### config.mk
export PLATFORM = sky130hd
export DESIGN_NAME = nand3_sweep_ctrl
export DESIGN_NICKNAME = d
export VERILOG_FILES = /design/src/rtl/nand3_sweep_ctrl_pkg.sv /design/src/rtl/nand3_sweep_ctrl.sv
export SDC_FILE = /design/constraint.sdc
export NUM_CORES = 1
export LEC_CHECK = 0
export ABC_CLOCK_PERIOD_IN_PS = 2200
export CAP_MARGIN = 20
export CORE_MARGIN = 4
export CORE_UTILIZATION = 45
export DETAILED_ROUTE_END_ITERATION = 12
export PLACE_DENSITY = 0.75
export SETUP_SLACK_MARGIN = 0.1
export SYNTH_ARGS = -nofsm -noshare
export SYNTH_HDL_FRONTEND = slang
export SYNTH_SLANG_ARGS = --single-unit
### constraint.sdc
create_clock -name clk -period 2.2 [get_ports clk]
set_clock_uncertainty 0.05 [all_clocks]
set_input_delay 0.33 -clock clk [delete_from_list [all_inputs] [get_ports clk]]
set_output_delay 0.33 -clock clk [all_outputs]
set_load 0.01 [all_outputs]
### src/rtl/nand3_sweep_ctrl_pkg.sv
// rtl/nand3_sweep_ctrl_pkg.sv - shared constants and state encoding for the NAND3 sweep controller
package nand3_sweep_ctrl_pkg;

    typedef enum logic [2:0] {
        ST_IDLE   = 3'd0,
        ST_APPLY  = 3'd1,
        ST_SETTLE = 3'd2,
        ST_CHECK  = 3'd3,
        ST_DONE   = 3'd4
    } state_t;

    localparam int            NUM_VEC  = 8;
    localparam logic [2:0]    LAST_VEC = 3'b111;
    localparam int            SETTLE_W = 4;
    localparam int            ERR_W    = $clog2(NUM_VEC + 1);

endpackage

### src/rtl/nand3_sweep_ctrl.sv
// rtl/nand3_sweep_ctrl.sv - drives all eight vectors into an external NAND3 and checks its output
module nand3_sweep_ctrl
    import nand3_sweep_ctrl_pkg::*;
#(
    parameter int SETTLE = 2
) (
    input  logic             clk,
    input  logic             rst,
    input  logic             start,
    output logic             a,
    output logic             b,
    output logic             c,
    input  logic             y,
    output logic             busy,
    output logic             done,
    output logic             pass,
    output logic [ERR_W-1:0] err_count,
    output logic [2:0]       fail_vec,
    output logic             fail_valid
);

    // SETTLE = 0 skips the settle state entirely, so the load value is irrelevant there.
    localparam logic [SETTLE_W-1:0] SETTLE_LOAD =
        (SETTLE == 0) ? '0 : SETTLE_W'(SETTLE - 1);

    state_t              state_q, state_d;
    logic [2:0]          vec_q, vec_d;
    logic [SETTLE_W-1:0] cnt_q, cnt_d;
    logic [ERR_W-1:0]    err_q, err_d;
    logic [2:0]          fvec_q, fvec_d;
    logic                fvalid_q, fvalid_d;
    logic                pass_q, pass_d;
    logic                mismatch;

    always_ff @(posedge clk) begin
        if (rst) begin
            state_q  <= ST_IDLE;
            vec_q    <= '0;
            cnt_q    <= '0;
            err_q    <= '0;
            fvec_q   <= '0;
            fvalid_q <= 1'b0;
            pass_q   <= 1'b0;
        end else begin
            state_q  <= state_d;
            vec_q    <= vec_d;
            cnt_q    <= cnt_d;
            err_q    <= err_d;
            fvec_q   <= fvec_d;
            fvalid_q <= fvalid_d;
            pass_q   <= pass_d;
        end
    end

    always_comb begin
        state_d  = state_q;
        vec_d    = vec_q;
        cnt_d    = cnt_q;
        err_d    = err_q;
        fvec_d   = fvec_q;
        fvalid_d = fvalid_q;
        pass_d   = pass_q;
        mismatch = 1'b0;

        case (state_q)
            ST_IDLE: begin
                if (start) begin
                    state_d  = ST_APPLY;
                    vec_d    = '0;
                    err_d    = '0;
                    fvec_d   = '0;
                    fvalid_d = 1'b0;
                    pass_d   = 1'b0;
                end
            end
            ST_APPLY: begin
                cnt_d   = SETTLE_LOAD;
                state_d = (SETTLE == 0) ? ST_CHECK : ST_SETTLE;
            end
            ST_SETTLE: begin
                if (cnt_q == '0) begin
                    state_d = ST_CHECK;
                end else begin
                    cnt_d = cnt_q - 1'b1;
                end
            end
            ST_CHECK: begin
                mismatch = (y != ~(vec_q[2] & vec_q[1] & vec_q[0]));
                if (mismatch) begin
                    err_d = err_q + 1'b1;
                    if (!fvalid_q) begin
                        fvec_d   = vec_q;
                        fvalid_d = 1'b1;
                    end
                end
                // Verdict is taken from the count that already includes this last check.
                if (vec_q == LAST_VEC) begin
                    state_d = ST_DONE;
                    pass_d  = (err_d == '0);
                end else begin
                    vec_d   = vec_q + 1'b1;
                    state_d = ST_APPLY;
                end
            end
            ST_DONE: begin
                state_d = ST_IDLE;
            end
            default: begin
                state_d = ST_IDLE;
            end
        endcase
    end

    assign a          = vec_q[2];
    assign b          = vec_q[1];
    assign c          = vec_q[0];
    assign busy       = (state_q != ST_IDLE);
    assign done       = (state_q == ST_DONE);
    assign pass       = pass_q;
    assign err_count  = err_q;
    assign fail_vec   = fvec_q;
    assign fail_valid = fvalid_q;

endmodule

==> flow_metrics.py, run 1 <==
metrics = {
    "routing": {
        "drt_first_pass_iters": 6,
        "avgViaCountPerCell": 5.46,
        "routed-via-count": 836,
        "ant_nets": 0,
        "drc": 0,
        "post_drt_wl_per_cell_um": 12.9,
        "drt_iter0_markers": 12,
        "routed_wl_um": 1970,
    },
    "critical_path": {
        "path_class": "flip-flop to output pin",
        "end_kind": "output pin",
        "startpoint": "state_q[1]",
        "cp_max_fo": 10,
        "startpoint_type": "flip-flop",
        "arrival_ns": 1.59,
        "max_stage_delay_ns": 0.48,
        "path_cells": "or3_1 -> clkdlybuf4s50_1",
        "crit_slowest_cell": "clkdlybuf4s50_1",
        "reg2reg_from": "vec_q[0]",
        "cp.required_ns": 1.82,
    },
    "final_layout": {
        "antenna_cells": 0,
        "nNetsFinal": 136,
        "multi_input_area_um2": 557,
        "final_util_pct": 58.8,
        "seqCellArea_um2": 382,
        "syn_to_final_growth_pct": 20.3,
        "final_layout_size_suffix_gt1_share_pct": 11.9,
        "fill_cells": 191,
        "fin_area_um2": 1190,
    },
    "timing": {
        "worst_slew_margin_rel_pct": 68.5,
        "setup_slack_ns": 0.233,
        "setup_viol_count_final": 0,
        "min_period_over_period_pct": 89.4,
        "slew_violations": 0,
        "fin_setup_tns_ns": 0,
        "fin_hold_ws_ns": 0.437,
        "grt_setup_unrepaired": "false",
        "worstMarginPinSlew_ns": 0.473,
        "hold_violations": 0,
        "finalCriticalPeriod_ns": 1.97,
        "max_freq_mhz": 508,
    },
    "placed_design": {
        "gp_congestion": 0.845,
        "dp_slack_ns": 0.239,
        "io_buffers": 17,
        "dpl_cell_area_um2": 1160,
        "dp.final_hpwl_um": 1510,
    },
    "floorplanning": {
        "io_pins": 18,
        "die_y_um": 54.9,
        "core_um2": 2020,
        "die-area_um2": 3010,
        "rows": 16,
        "fp.dieW_um": 54.9,
        "start_util_pct": 48.9,
    },
    "clock_tree": {
        "htreeDepth": 1,
        "numCtsBuffers": 3,
        "cts_max_path_buffers": 2,
        "tritoncts": "yes",
        "clkSlewWorstSetupHoldPaths_ns": 0.10,
        "postCtsSetupRepairBufs": 0,
        "clkSinkCount": 19,
        "clk_latency_ns": 0.29,
        "root_buffer": "clkbuf_4",
    },
    "power_and_ir_drop": {
        "p_comb_share_pct": 18.5,
        "p_seq_share_pct": 56.1,
        "ir_drop_v": 0.000321,
        "internal-power_uw": 484,
        "p_leak_uw": 0.000426,
        "swShare_pct": 28.5,
        "powerDensity_nw_per_um2": 570,
        "pwr-share-clk_pct": 25.4,
        "switchingPower_uw": 193,
    },
    "grt": {
        "grt_first_pass_wirelength_um": 3330,
        "first_global_vias": 794,
        "antenna_found_initial": 0,
        "grtUsageTotal_pct": 15.4,
        "grt_max_degree": 13,
        "gr-total-overflow": 0,
    },
    "synth": {
        "synthAdderAreaFrac_pct": 6.33,
        "synth-main-ff-cell": "dfxtp_1",
        "synth.net_count": 119,
        "syn_inst": 110,
        "ys_warn_count": 0,
        "ys_seq_area_share_pct": 38.5,
        "synth_area_um2": 988,
        "ys_ff_latch": 19,
        "synth-edff-count": 0,
        "yosys-mux-area-fraction_pct": 1.01,
        "ys_types": 41,
        "synthXorXnorAreaFrac_pct": 4.43,
        "postSynth.asyncResetShare_pct": 0,
        "syn_area_per_cell_um2": 8.99,
        "synth-compound-area-share_pct": 21.5,
        "yosys.area_share.simple_pct": 23.0,
        "synth_top_family_by_area": "simple AND/OR/NAND/NOR gates",
    },
    "run_status": {
        "status": "complete, no violations",
    },
    "flow_run": {
        "max_cap_viol_count": 0,
    },
    "worst_hold_path": {
        "min_from": "pass",
        "holdCritPathClass": "flip-flop to flip-flop",
    },
}
==> power groups by stage <==
stage | combinational (uW) | sequential (uW) | clock (uW)
2_1_floorplan | 115 | 373 | 0
3_3_place_gp | 124 | 386 | 0
3_5_place_dp | 126 | 388 | 0
4_1_cts | 126 | 380 | 179
5_1_grt | 140 | 383 | 204
6_report | 125 | 380 | 172
==> critical path: cells and delay by family (launching register included) <==
family | cells | cell delay [ns]
simple gates | 1 | 0.40
buf+inv | 1 | 0.48
flops | 1 | 0.43
==> registers in the layout, summed over array words and instances (netlist names) <==
| signal | count |
|---|---|
| pass | 1 |
| fail_valid | 1 |
| cnt_q | 4 |
| state_q | 3 |
| fail_vec | 3 |
| vec_q | 3 |
| err_count | 4 |
==> final cells by class <==
| class | instances | share of cell area [%] |
|---|---|---|
| clock buffer | 3 | 1.89 |
| clock inverter | 1 | 0.421 |
| inverter | 3 | 0.947 |
| multi-input combinational | 82 | 46.8 |
| sequential | 19 | 32.1 |
| tap | 27 | 2.84 |
| timing repair buffer | 18 | 14.9 |
==> cell usage in the layout (no fill, tap or decap), types with 2 or more instances in the layout <==
cell type and count:
xor2_1 3, inv_1 2, nand2_1 7, clkbuf_4 3, nand2_2 2, a21oi_1 5
dfxtp_1 18, ha_1 5, nor3_1 9, o21ai_0 5, nor2_1 12, clkdlybuf4s50_1 17
nor3b_1 2, xnor2_1 2, a22oi_1 3, a22o_1 3, nand3_1 3
==> through the flow <==
stage	instances	total power [uW]
detailed placement	149	514
global route	153	727
CTS	153	686
global placement	149	510
floorplan	110	489
finish	153	677
==> kinds of logic (layout without fill, tap and decap cells) <==
kind of cell,count (synthesis),count (layout)
AOI/OAI and AO/OA,27,27
and+or+nand+nor,44,44
DFF,19,19
adders and majority gates,5,5
muxes,1,1
xor gates and xnor gates,5,5
buffers and inverters,9,25
==> worst paths after layout <==
check / to / slack (ns) / cells past startpoint
worst max-delay path: busy / 0.23 / 2
worst min-delay path: pass / 0.44 / 2
worst max register to register: fail_vec[2] / 0.50 / 5
worst min register to register: pass / 0.44 / 2
==> synthesized netlist by cell type (2+ instances only) <==
library cell  count  area, um^2
nor3_1            9        45.0
a22oi_1           3        22.5
inv_1             2        7.51
ha_1              5        62.6
o21ai_0           5        25.0
xnor2_1           2        17.5
buf_6             2        22.5
a22o_1            3        26.3
clkbuf_1          2        7.51
nor3b_1           2        15.0
nor2_1           12        45.0
nand3_1           3        15.0
xor2_1            3        26.3
nand2_1           7        26.3
a21oi_1           5        25.0
dfxtp_1          19         380
nand2_2           2        12.5
==> timing repair <==
item | CTS | global route
endpoints found under the setup margin | 0 | 1
hold buffers | 0 | 0
resized for setup | 0 | 1
==> layer usage <==
layer / track usage (%) / vias to the layer above / wire (um)
met5: 0 / - / 0
met4: 5.81 / 0 / 27
met3: 3.81 / 4 / 87
met2: 27.0 / 19 / 1030
met1: 17.8 / 394 / 823
li1: - / 419 / -
Note: power is estimated with default switching activity, not from simulation.
==> run 2: changes to the inputs <==
- CORE_MARGIN: 4 -> default
==> run 2 against run 1 <==
  * Critical path depth unchanged
  * Final cell count unchanged
  * Sequential share of layout area unchanged
  * Maximum frequency is 1.3% lower
  * Sequential power hardly changed
  * Die area down 21%
  * Flip-flop and latch count stayed put
  * First-iteration DRC count is 17% higher
  * Worst hold slack lost 0.0057 ns
  * Register-to-register slack got worse by 0.02 ns
  * Global-route usage grew 2.8 points
  * Via count rose by 2.5%
  * Critical path type unchanged
  * Critical endpoint unchanged
  * Largest cell class unchanged
==> flow_metrics.py, run 2 (same netlist as run 1, synthesis figures left out) <==
metrics = {
    "clock_tree": {
        "clkSinkCount": 19,
        "htreeDepth": 1,
        "postCtsSetupRepairBufs": 0,
        "numCtsBuffers": 3,
        "root_buffer": "clkbuf_4",
        "cts_hold_buffers": 0,
        "clk_latency_ns": 0.31,
        "cts.repair.resized": 0,
        "clkSlewWorstSetupHoldPaths_ns": 0.11,
        "cts_max_path_buffers": 2,
        "tritoncts": "yes",
    },
    "final_layout": {
        "seqCellArea_um2": 382,
        "fill_cells": 201,
        "nNetsFinal": 136,
        "syn_to_final_growth_pct": 20.3,
        "mostFrequentLayoutCells": "18 x dfxtp_1, 17 x clkdlybuf4s50_1, 12 x nor2_1",
        "multi_input_area_um2": 557,
        "final_layout_size_suffix_gt1_share_pct": 11.9,
        "final_common_cell": "dfxtp_1",
        "antenna_cells": 0,
    },
    "routing": {
        "drt_first_pass_iters": 4,
        "ant_nets": 0,
        "drc": 0,
        "avgViaCountPerCell": 5.60,
        "post_drt_wl_per_cell_um": 13.2,
        "routed-via-count": 857,
        "drt_iter0_markers": 14,
        "routed_wl_um": 2020,
    },
    "grt": {
        "grt_first_pass_wirelength_um": 3330,
        "gr-total-overflow": 0,
        "met3_usage_pct": 6.85,
        "grtUsageTotal_pct": 18.2,
        "met1_usage_pct": 19.5,
        "busiest_layer": "met2",
        "antenna_found_initial": 0,
        "grt_max_degree": 13,
        "first_global_vias": 763,
        "grt_use_met2_pct": 32.4,
    },
    "power_and_ir_drop": {
        "p_leak_uw": 0.000426,
        "ir_drop_v": 0.000409,
        "powerDensity_nw_per_um2": 580,
    },
    "critical_path": {
        "cp_top_family": "buffers and inverters",
        "path_class": "flip-flop to output pin",
        "startpoint_type": "flip-flop",
        "end_kind": "output pin",
        "crit_slowest_cell": "clkdlybuf4s50_1",
        "path_cells": "or3_1 -> clkdlybuf4s50_1",
        "cp_num_buf_inv": 1,
        "cp_max_fo": 10,
        "cp.required_ns": 1.82,
        "arrival_ns": 1.61,
        "max_stage_delay_ns": 0.48,
    },
    "floorplanning": {
        "io_pins": 18,
        "start_util_pct": 48.9,
        "rows": 16,
        "fp.dieW_um": 48.9,
        "die_y_um": 48.9,
        "die-area_um2": 2390,
        "core_um2": 2020,
    },
    "timing": {
        "max_freq_mhz": 502,
        "grt_setup_unrepaired": "false",
        "worst_slew_margin_rel_pct": 66.7,
        "min_period_over_period_pct": 90.6,
        "slew_violations": 0,
        "hold_violations": 0,
        "fin_hold_ws_ns": 0.432,
        "finalCriticalPeriod_ns": 1.99,
        "worstMarginPinSlew_ns": 0.498,
        "setup_viol_count_final": 0,
        "fin_setup_tns_ns": 0,
    },
    "worst_hold_path": {
        "holdCritPathClass": "flip-flop to flip-flop",
    },
    "flow_run": {
        "max_cap_viol_count": 0,
    },
    "placed_design": {
        "gp_congestion": 0.823,
        "io_buffers": 17,
        "dp.final_hpwl_um": 1520,
    },
    "run_status": {
        "status": "complete, no violations",
    },
}
run 2: path summary, 6_finish.rpt:
path                    from        to  slack (ns)  depth (start not counted)
setup / recovery  state_q[1]      busy        0.21                          2
hold reg to reg         pass      pass        0.43                          2
setup reg to reg    cnt_q[0]  cnt_q[2]        0.48                          6
hold / removal          pass      pass        0.43                          2
run 2: routing by layer:
metal	share of wire, %	vias to the layer above
met3	4.8	3
met2	51	20
met5	0	-
met4	0.74	0
met1	44	411
li1	-	423
run 2: worst reg2reg max path: stages, from the launching register on:
cell,delay (ns)
dfxtp_1,0.40
inv_1,0.08
ha_1,0.23
a2111oi_4,0.49
nand2_1,0.13
xor2_1,0.18
nor3_2,0.05
run 2: stage by stage:
step                utilization, %  power (uW)  cells  setup WS (ns)  cell area (um^2)
floorplan                        -         489    110          0.646               988
finish                        58.8         689    153          0.207              1190
global route                  58.8         732    153          0.130              1190
global placement              57.4         510    149          0.289              1160
detailed placement            57.4         516    149          0.207              1160
CTS                           58.7         699    153          0.148              1190
run 2: layout make-up:
class,count,share of cell area (%)
clock buffer,3,1.89
inverter,3,0.947
multi-input combinational,82,46.8
tap,27,2.84
clock inverter,1,0.421
sequential,19,32.1
timing repair buffer,18,14.9
run 2: power by group:
part,switching (uW),internal (uW),leakage [uW]
registers,22.8,357,0.000154
logic,67.0,60.4,0.000254
clock network,115,67.9,0.0000177
==> run 3: changes to the inputs <==
- ABC_CLOCK_PERIOD_IN_PS: 2200 -> 1800
- DONT_BUFFER_PORTS: default -> 1
- PLACE_DENSITY: 0.75 -> 0.67
- clock period: 2.2 -> 1.8 ns (I/O delays scaled with it)
==> run 3 against run 2 <==
  * The run now ends with hold timing left
  * Sequential share of layout area is 3.2 points higher
  * Core utilization is 5.0 points lower
  * Count of clock-buffer cells in the layout is 1 higher
  * Non-clock buffer count is 10 lower
  * Combinational power is 23% higher
  * First-iteration DRC count is 21% higher
  * Global-route usage is 1.4 points lower
  * Final cell count is 6.5% lower
  * Highest routed layer is now met3
  * Die area stayed put
  * Sequential power is 22% higher
  * Worst setup slack worse by 0.042 ns
  * Worst hold slack worse by 0.46 ns
  * Largest power group unchanged
==> flow_metrics.py, run 3 (same netlist as run 1, synthesis figures left out) <==
metrics = {
    "run_status": {
        "status": "finished with violations",
        "violations": "hold timing",
    },
    "placed_design": {
        "io_buffers": 0,
        "dp_slack_ns": 0.132,
        "gp_congestion": 0.848,
        "dp.final_hpwl_um": 1370,
    },
    "critical_path": {
        "startpoint_type": "flip-flop",
        "reg2reg_from": "cnt_q[0]",
        "path_class": "flip-flop to flip-flop",
        "startpoint": "cnt_q[0]",
        "end_kind": "flip-flop",
        "r2r_cells": 6,
        "arrival_ns": 1.81,
        "cp.required_ns": 1.98,
        "max_stage_delay_ns": 0.52,
        "path_cells": "inv_2 -> ha_4 -> a2111oi_4 -> nand2_2 -> xor2_1 -> nor3_1",
        "crit_slowest_cell": "a2111oi_4",
        "cp_max_fo": 7,
    },
    "final_layout": {
        "seqCellArea_um2": 384,
        "syn_to_final_growth_pct": 10.0,
        "mostFrequentLayoutCells": "16 x dfxtp_1, 12 x nor2_1, 9 x nor3_1",
        "fill_cells": 201,
        "final_common_cell": "dfxtp_1",
        "antenna_cells": 0,
        "nNetsFinal": 126,
        "multi_input_area_um2": 569,
        "final_layout_size_suffix_gt1_share_pct": 21.6,
    },
    "floorplanning": {
        "fp.dieW_um": 48.9,
        "die-area_um2": 2390,
        "start_util_pct": 48.9,
        "die_y_um": 48.9,
        "core_um2": 2020,
        "rows": 16,
        "io_pins": 18,
    },
    "clock_tree": {
        "clk_latency_ns": 0.29,
        "root_buffer": "clkbuf_4",
        "numCtsBuffers": 3,
        "tritoncts": "yes",
        "clkSinkCount": 19,
        "cts_max_path_buffers": 2,
        "clkSlewWorstSetupHoldPaths_ns": 0.10,
        "htreeDepth": 1,
        "cts_hold_buffers": 1,
    },
    "timing": {
        "fin_setup_tns_ns": 0,
        "max_freq_mhz": 612,
        "fin_hold_ws_ns": -0.0237,
        "slew_violations": 0,
        "setup_viol_count_final": 0,
        "grt_setup_unrepaired": "true",
        "worstMarginPinSlew_ns": 0.474,
        "worst_slew_margin_rel_pct": 68.4,
        "min_period_over_period_pct": 90.8,
        "hold_violations": 12,
        "finalCriticalPeriod_ns": 1.63,
        "setup_slack_ns": 0.165,
    },
    "grt": {
        "met1_usage_pct": 20.0,
        "met3_usage_pct": 8.41,
        "first_global_vias": 699,
        "gr-total-overflow": 0,
        "antenna_found_initial": 0,
        "grt_use_met2_pct": 28.2,
        "busiest_layer": "met2",
        "grtUsageTotal_pct": 16.8,
        "grt_max_degree": 18,
        "grt_first_pass_wirelength_um": 3110,
    },
    "routing": {
        "routed_wl_um": 1890,
        "drt_iter0_markers": 17,
        "avgViaCountPerCell": 5.65,
        "post_drt_wl_per_cell_um": 13.2,
        "routed-via-count": 808,
        "drt_first_pass_iters": 3,
        "ant_nets": 0,
        "drc": 0,
    },
    "worst_hold_path": {
        "whs_path_depth": 1,
        "holdCritPathClass": "input pin to flip-flop",
        "min_from": "rst",
    },
    "flow_run": {
        "max_cap_viol_count": 0,
    },
    "power_and_ir_drop": {
        "p_leak_uw": 0.000404,
        "switchingPower_uw": 232,
        "internal-power_uw": 598,
        "p_comb_share_pct": 18.7,
        "powerDensity_nw_per_um2": 764,
        "p_seq_share_pct": 55.8,
        "swShare_pct": 27.9,
        "power_uw": 830,
        "ir_drop_v": 0.000476,
        "pwr-share-clk_pct": 25.5,
    },
}
==> run 3: final cells by class <==
class / instances / share of cell area (%)
flip-flops and latches: 19 / 35.3
inverters: 3 / 1.04
clock buffers: 4 / 2.42
well taps: 27 / 3.11
multi-input cells: 82 / 52.4
repair buffers: 8 / 5.75
==> run 3: critical path: cells and delay by family (launching register included) <==
kind            cells  cell delay [ns]
compound gates      1             0.52
flops               1             0.38
simple gates        2             0.26
fa+ha+maj           1             0.16
xor+xnor            1             0.15
buf+inv             1             0.06
==> run 3: routing by layer <==
| metal | vias up | wire [um] |
|---|---|---|
| met2 | 14 | 907 |
| met5 | - | 0 |
| met4 | 0 | 0 |
| met3 | 0 | 117 |
| met1 | 383 | 865 |
| li1 | 411 | - |
==> run 3: power by group through the flow <==
stage | sequential (uW) | clock, uW | combinational, uW
global route | 467 | 240 | 171
detailed placement | 469 | 0 | 138
finish | 463 | 212 | 156
global placement | 468 | 0 | 136
CTS | 460 | 222 | 144
floorplan | 456 | 0 | 141
==> run 3: timing repair <==
item,CTS,global route
endpoints found under the hold margin,13,12
resized for setup,0,7
endpoints found under the setup margin,0,5
buffers inserted,0,3
==> run 3: path summary, 6_finish.rpt <==
check | endpoint | slack [ns]
worst min register to register | cnt_q[0] | 0.42
worst max register to register | cnt_q[3] | 0.17
worst min-delay path | cnt_q[0] | -0.02
worst max-delay path | cnt_q[3] | 0.17
==> run 3: stage by stage <==
step                      std cells  instance area [um^2]  util [%]  hold slack (ns)
after global placement          135                  1010      50.1            0.292
after floorplan                 110                   988         -            0.418
after detailed placement        135                  1010      50.1            0.293
after global routing            143                  1090      53.8          -0.0518
final                           143                  1090      53.8          -0.0237
after CTS                       140                  1050      51.9          -0.0337
